$ cat src/rtl/midpoint_pager_pkg.sv
// Shared width utilities for the midpoint pager block.
package midpoint_pager_pkg;

  function automatic int clog2(input int value);
    int result;
    result = 0;
    while ((1 << result) < value) result++;
    return result;
  endfunction

endpackage

$ cat src/rtl/midpoint_pager_input_conditioner.sv
// Two-flop synchroniser plus debounce filter; emits the accepted level and
// single-cycle pulses on each accepted rising and falling transition.
module input_conditioner
  import midpoint_pager_pkg::*;
#(
  parameter int DEBOUNCE = 3
) (
  input  logic clk,
  input  logic reset,
  input  logic noisysignal,
  output logic conditioned,
  output logic positiveedge,
  output logic negativeedge
);

  localparam int CNT_W = (DEBOUNCE > 1) ? clog2(DEBOUNCE) : 1;

  logic             s1;
  logic             s2;
  logic [CNT_W-1:0] cnt;

  // A new level is accepted only after s2 has disagreed with the current
  // level for DEBOUNCE consecutive cycles; any agreement restarts the count.
  always_ff @(posedge clk) begin
    if (reset) begin
      s1           <= 1'b0;
      s2           <= 1'b0;
      cnt          <= '0;
      conditioned  <= 1'b0;
      positiveedge <= 1'b0;
      negativeedge <= 1'b0;
    end else begin
      s1           <= noisysignal;
      s2           <= s1;
      positiveedge <= 1'b0;
      negativeedge <= 1'b0;
      if (s2 == conditioned) begin
        cnt <= '0;
      end else if (cnt == CNT_W'(DEBOUNCE - 1)) begin
        conditioned  <= s2;
        cnt          <= '0;
        positiveedge <= s2;
        negativeedge <= ~s2;
      end else begin
        cnt <= cnt + 1'b1;
      end
    end
  end

endmodule

$ cat src/rtl/midpoint_pager.sv
// Board-input front end driving a serial-in/parallel-out shift register whose
// contents are viewed on four LEDs one nibble page at a time.
module midpoint_pager
  import midpoint_pager_pkg::*;
#(
  parameter  int               WIDTH    = 8,
  parameter  logic [WIDTH-1:0] LOAD_VAL = 'hA5,
  parameter  int               DEBOUNCE = 3,
  localparam int               NPAGES   = WIDTH / 4,
  localparam int               PAGE_W   = (NPAGES > 1) ? clog2(NPAGES) : 1
) (
  input  logic              clk,
  input  logic              reset,
  input  logic [1:0]        sw,
  input  logic [2:0]        btn,
  output logic [3:0]        led,
  output logic [WIDTH-1:0]  par_out,
  output logic [PAGE_W-1:0] page
);

  logic [2:0] btn_pos;
  logic [2:0] btn_cond_unused;
  logic [2:0] btn_neg_unused;
  logic       data_cond;
  logic       data_pos_unused;
  logic       data_neg_unused;
  logic       sclk_cond_unused;
  logic       sclk_pos;
  logic       sclk_neg_unused;

  for (genvar i = 0; i < 3; i++) begin : g_btn
    input_conditioner #(.DEBOUNCE(DEBOUNCE)) u_cond (
      .clk          (clk),
      .reset        (reset),
      .noisysignal  (btn[i]),
      .conditioned  (btn_cond_unused[i]),
      .positiveedge (btn_pos[i]),
      .negativeedge (btn_neg_unused[i])
    );
  end

  // Falling-edge pulses are left dangling for the future MISO stage.
  input_conditioner #(.DEBOUNCE(DEBOUNCE)) u_data (
    .clk          (clk),
    .reset        (reset),
    .noisysignal  (sw[0]),
    .conditioned  (data_cond),
    .positiveedge (data_pos_unused),
    .negativeedge (data_neg_unused)
  );

  input_conditioner #(.DEBOUNCE(DEBOUNCE)) u_sclk (
    .clk          (clk),
    .reset        (reset),
    .noisysignal  (sw[1]),
    .conditioned  (sclk_cond_unused),
    .positiveedge (sclk_pos),
    .negativeedge (sclk_neg_unused)
  );

  always_ff @(posedge clk) begin
    if (reset) begin
      par_out <= '0;
    end else if (btn_pos[0]) begin
      par_out <= LOAD_VAL;
    end else if (sclk_pos) begin
      par_out <= {par_out[WIDTH-2:0], data_cond};
    end
  end

  // Simultaneous up and down presses cancel; both directions wrap.
  always_ff @(posedge clk) begin
    if (reset) begin
      page <= '0;
    end else if (btn_pos[2] && !btn_pos[1]) begin
      page <= (page == PAGE_W'(NPAGES - 1)) ? '0 : page + 1'b1;
    end else if (btn_pos[1] && !btn_pos[2]) begin
      page <= (page == '0) ? PAGE_W'(NPAGES - 1) : page - 1'b1;
    end
  end

  always_comb begin
    led = par_out[{page, 2'b00} +: 4];
  end

endmodule

$ cat config.mk
export PLATFORM = sky130hd
export DESIGN_NAME = midpoint_pager
export DESIGN_NICKNAME = d
export VERILOG_FILES = /design/src/rtl/midpoint_pager_pkg.sv /design/src/rtl/midpoint_pager_input_conditioner.sv /design/src/rtl/midpoint_pager.sv
export SDC_FILE = /design/constraint.sdc
export NUM_CORES = 1
export LEC_CHECK = 0
export CAP_MARGIN = 30
export CELL_PAD_IN_SITES_DETAIL_PLACEMENT = 0
export CELL_PAD_IN_SITES_GLOBAL_PLACEMENT = 1
export CORE_MARGIN = 1.5
export CORE_UTILIZATION = 41
export DETAILED_ROUTE_END_ITERATION = 10
export GPL_TIMING_DRIVEN = 0
export PLACE_DENSITY = 0.81
export SLEW_MARGIN = 10
export SYNTH_ARGS = -nofsm -noshare
export SYNTH_HDL_FRONTEND = slang
export SYNTH_SLANG_ARGS = --single-unit
export TNS_END_PERCENT = 5
$ cat constraint.sdc
create_clock -name clk -period 1.15 [get_ports clk]
set_input_delay 0.1725 -clock clk [delete_from_list [all_inputs] [get_ports clk]]
set_output_delay 0.1725 -clock clk [all_outputs]
set_load 0.01 [all_outputs]
==> results.txt <==
status: complete, but fails checks
failing checks: negative setup slack
Worst Setup Start Kind: flip-flop
setup ws final: -0.263 ns
routed via count: 897
Clock Tree Buf Depth: 2
FP Rows: 20
final worst-path cycle share: 1.23
Synth cell types: 17
Die ar.: 3700 µm²
Placer Congestion: 0.748
dpl cell area: 1610 µm²
Post-Syn Nets: 130
RSZ-0062 raised after global routing: yes
PD cells: 1270 nW/µm²
vias in the first global route: 844
fmax: 708 MHz
Worst Setup End Kind: primary output
crit path cell chain: buf_6, mux2_4, buf_6
initial drt markers: 50
ANT nets after route: 0
CTS tree: yes
Worst EP arrival: 1.24 ns
Worst-Margin Slew: 0.250 ns
Root Driver: clkbuf_4
# diodes: 0
synthesis-to-layout area growth: 22.2%
total leakage power: 0.000618 µW
Slowest cell on crit path: dfxtp_4
Largest stage delay, worst path: 0.37 ns
IO Port Bufs: 18
Post-Synth Adder-Cell Area: 0.0548
DP Wirelength: 1.54 mm
Routed WL: 2.18 mm
Critical Path RT: 0.98 ns
DRT Pass-1 Iters: 4
Overflow after GRT: 0
Synth Area in Simple Gates: 0.161
maximum vdd drop: 0.698 mV
average size of a mapped cell: 11.7 µm²
I/O pin cnt: 20
max cap viols: 0
cts bufs inserted: 5
Overall Global Routing Usage: 0.136
worst hold path type: in -> reg
Core Util, Final: 0.540
Yosys warnings: 0
Gate Count Post-Synth: 117
CTS Sinks: 38
core area: 3100 µm²
H-tree depth: 2
Fin Clk Skew: 0.00524 ns
Vias/cell: 4.75
Min Clock Period, post-route: 1.41 ns
Die Wd: 60.8 µm
register area share after synthesis: 0.555
mux contribution to synthesized area: 0.128
total power: 2120 µW
fill cell count: 300
Final setup viols: 5
initial antenna violation count: 0
Synth top area share: 0.555
XOR/XNOR share of the synthesized area: 0.0384
area fraction in compound gates after synthesis: 0.0146
first-pass GRT wire length: 3.62 mm
average wire per cell in the routed design: 11.5 µm
CP max FO: 5
DRC: 0
layout cell share with drive strength beyond 1: 0.276
top cells by area, synth: dfxtp_1, mux2i_1, ha_1, nor2b_1, nor4_1
Synth area leader: dfxtp_1
post-synthesis register bit count: 38
max-slew violations: 0
Setup WS pre-CTS: -0.334 ns
Nets: 157
Netlist Area Pre-Place: 1370 µm²
cell area after layout: 1670 µm²
Max-Slew Margin vs Limit: 0.832
largest net degree at the start of global routing: 12
starting density of the core: 0.442
Die H: 60.8 µm
Min Hold Slack: 0.0369 ns
sequential cell area: 776 µm²
CP dominant cell by count: buf_6
Multi-input gate area: 554 µm²
WS Path Type: reg -> out
largest family of logic cells by synthesized area: simple AND/OR/NAND/NOR gates
CTS clk-pin slew, worst paths: 0.10 ns
Fin. Hold Viols: 0
latest clock arrival within the worst-skew pair: 0.34 ns
-- layout by cell type, fill, tap and decap left out, types with 5 or more instances in the layout --
cell,count
clkbuf_2,8
dfxtp_1,30
clkdlybuf4s50_1,5
buf_6,7
nor4_1,8
mux2i_1,13
xnor2_1,5
inv_1,7
nor2b_1,10
clkbuf_4,5
nor2_1,6
dfxtp_2,6
ha_1,6
-- registers in the layout, summed over array words and instances, names as in the netlist, 2 cells and up --
signal                     count
g_btn.u_cond.conditioned       3
u_data.cnt                     2
g_btn.u_cond.positiveedge      3
par_out                        8
u_sclk.cnt                     2
g_btn.u_cond.cnt               6
g_btn.u_cond.s1                3
g_btn.u_cond.s2                3
-- metal layers --
layer  part of all wire  GRT usage
met1               0.45      0.151
met4              0.021     0.0559
met3              0.063     0.0661
met5                  0          0
met2               0.46      0.224
-- path summary, 6_finish.rpt --
path / endpoint / slack [ns] / cells past startpoint / startpoint
worst max-delay path: led[3] / -0.26 / 3 / page$_SDFFE_PP0P_
worst min-delay path: g_btn[1].u_cond.s2$_SDFF_PP0_ / 0.04 / 2 / reset
worst min register to register: u_data.cnt[0]$_SDFF_PP0_ / 0.42 / 1 / u_data.cnt[0]$_SDFF_PP0_
worst max register to register: g_btn[0].u_cond.cnt[0]$_SDFF_PP0_ / 0.11 / 3 / g_btn[0].u_cond.cnt[0]$_SDFF_PP0_
-- worst max-delay path: cells and delay by family, from the launching register on --
kind	cells	cell delay, ns
mux	1	0.30
buf+inv	2	0.24
flops	1	0.37
-- power by group --
| part | leakage, µW | internal [µW] | switching, µW |
|---|---|---|---|
| registers | 0.000313 | 1330 | 10.1 |
| clock network | 0.0000353 | 296 | 405 |
| logic | 0.000269 | 43.4 | 36.0 |
| total | 0.000618 | 1670 | 451 |
-- metrics by stage --
stage | cells | TNS (ns)
floorplan | 117 | 0
CTS | 189 | -1.16
global route | 189 | -1.30
global placement | 179 | -1.38
finish | 189 | -1.07
detailed placement | 179 | -1.37
-- cell usage after synthesis --
master,instances
dfxtp_1,38
mux2i_1,13
nor2b_1,10
nor4_1,8
inv_1,7
ha_1,6
nor2_1,6
xnor2_1,5
a21oi_1,4
mux2_2,4
nor3_1,4
nor4bb_1,4
buf_2,2
buf_6,2
nor4_2,2
buf_4,1
xor2_1,1
-- what timing repair did --
item | in CTS | in global routing
hold buffers | 0 | 0
resized for setup | 50 | 9
endpoints found under the setup margin | 13 | 13
setup buffers | 2 | 0
-- layout make-up --
cell class	instances	share of cell area
Tap cell	44	0.0329
Buffer	5	0.0239
Clock inverter	1	0.00299
Inverter	7	0.0157
Sequential cell	38	0.463
Timing Repair Buffer	20	0.0972
Clock buffer	7	0.0329
Multi-Input combinational cell	67	0.331
-- cells by family (layout without fill, tap and decap cells) --
kind of cell	after synthesis	in the layout
compound gates	4	4
mux	17	17
fa+ha+maj	6	6
buf+inv	12	40
xor+xnor	6	6
simple gates	34	34
flops	38	38
Note: power is estimated with default switching activity, not from simulation.
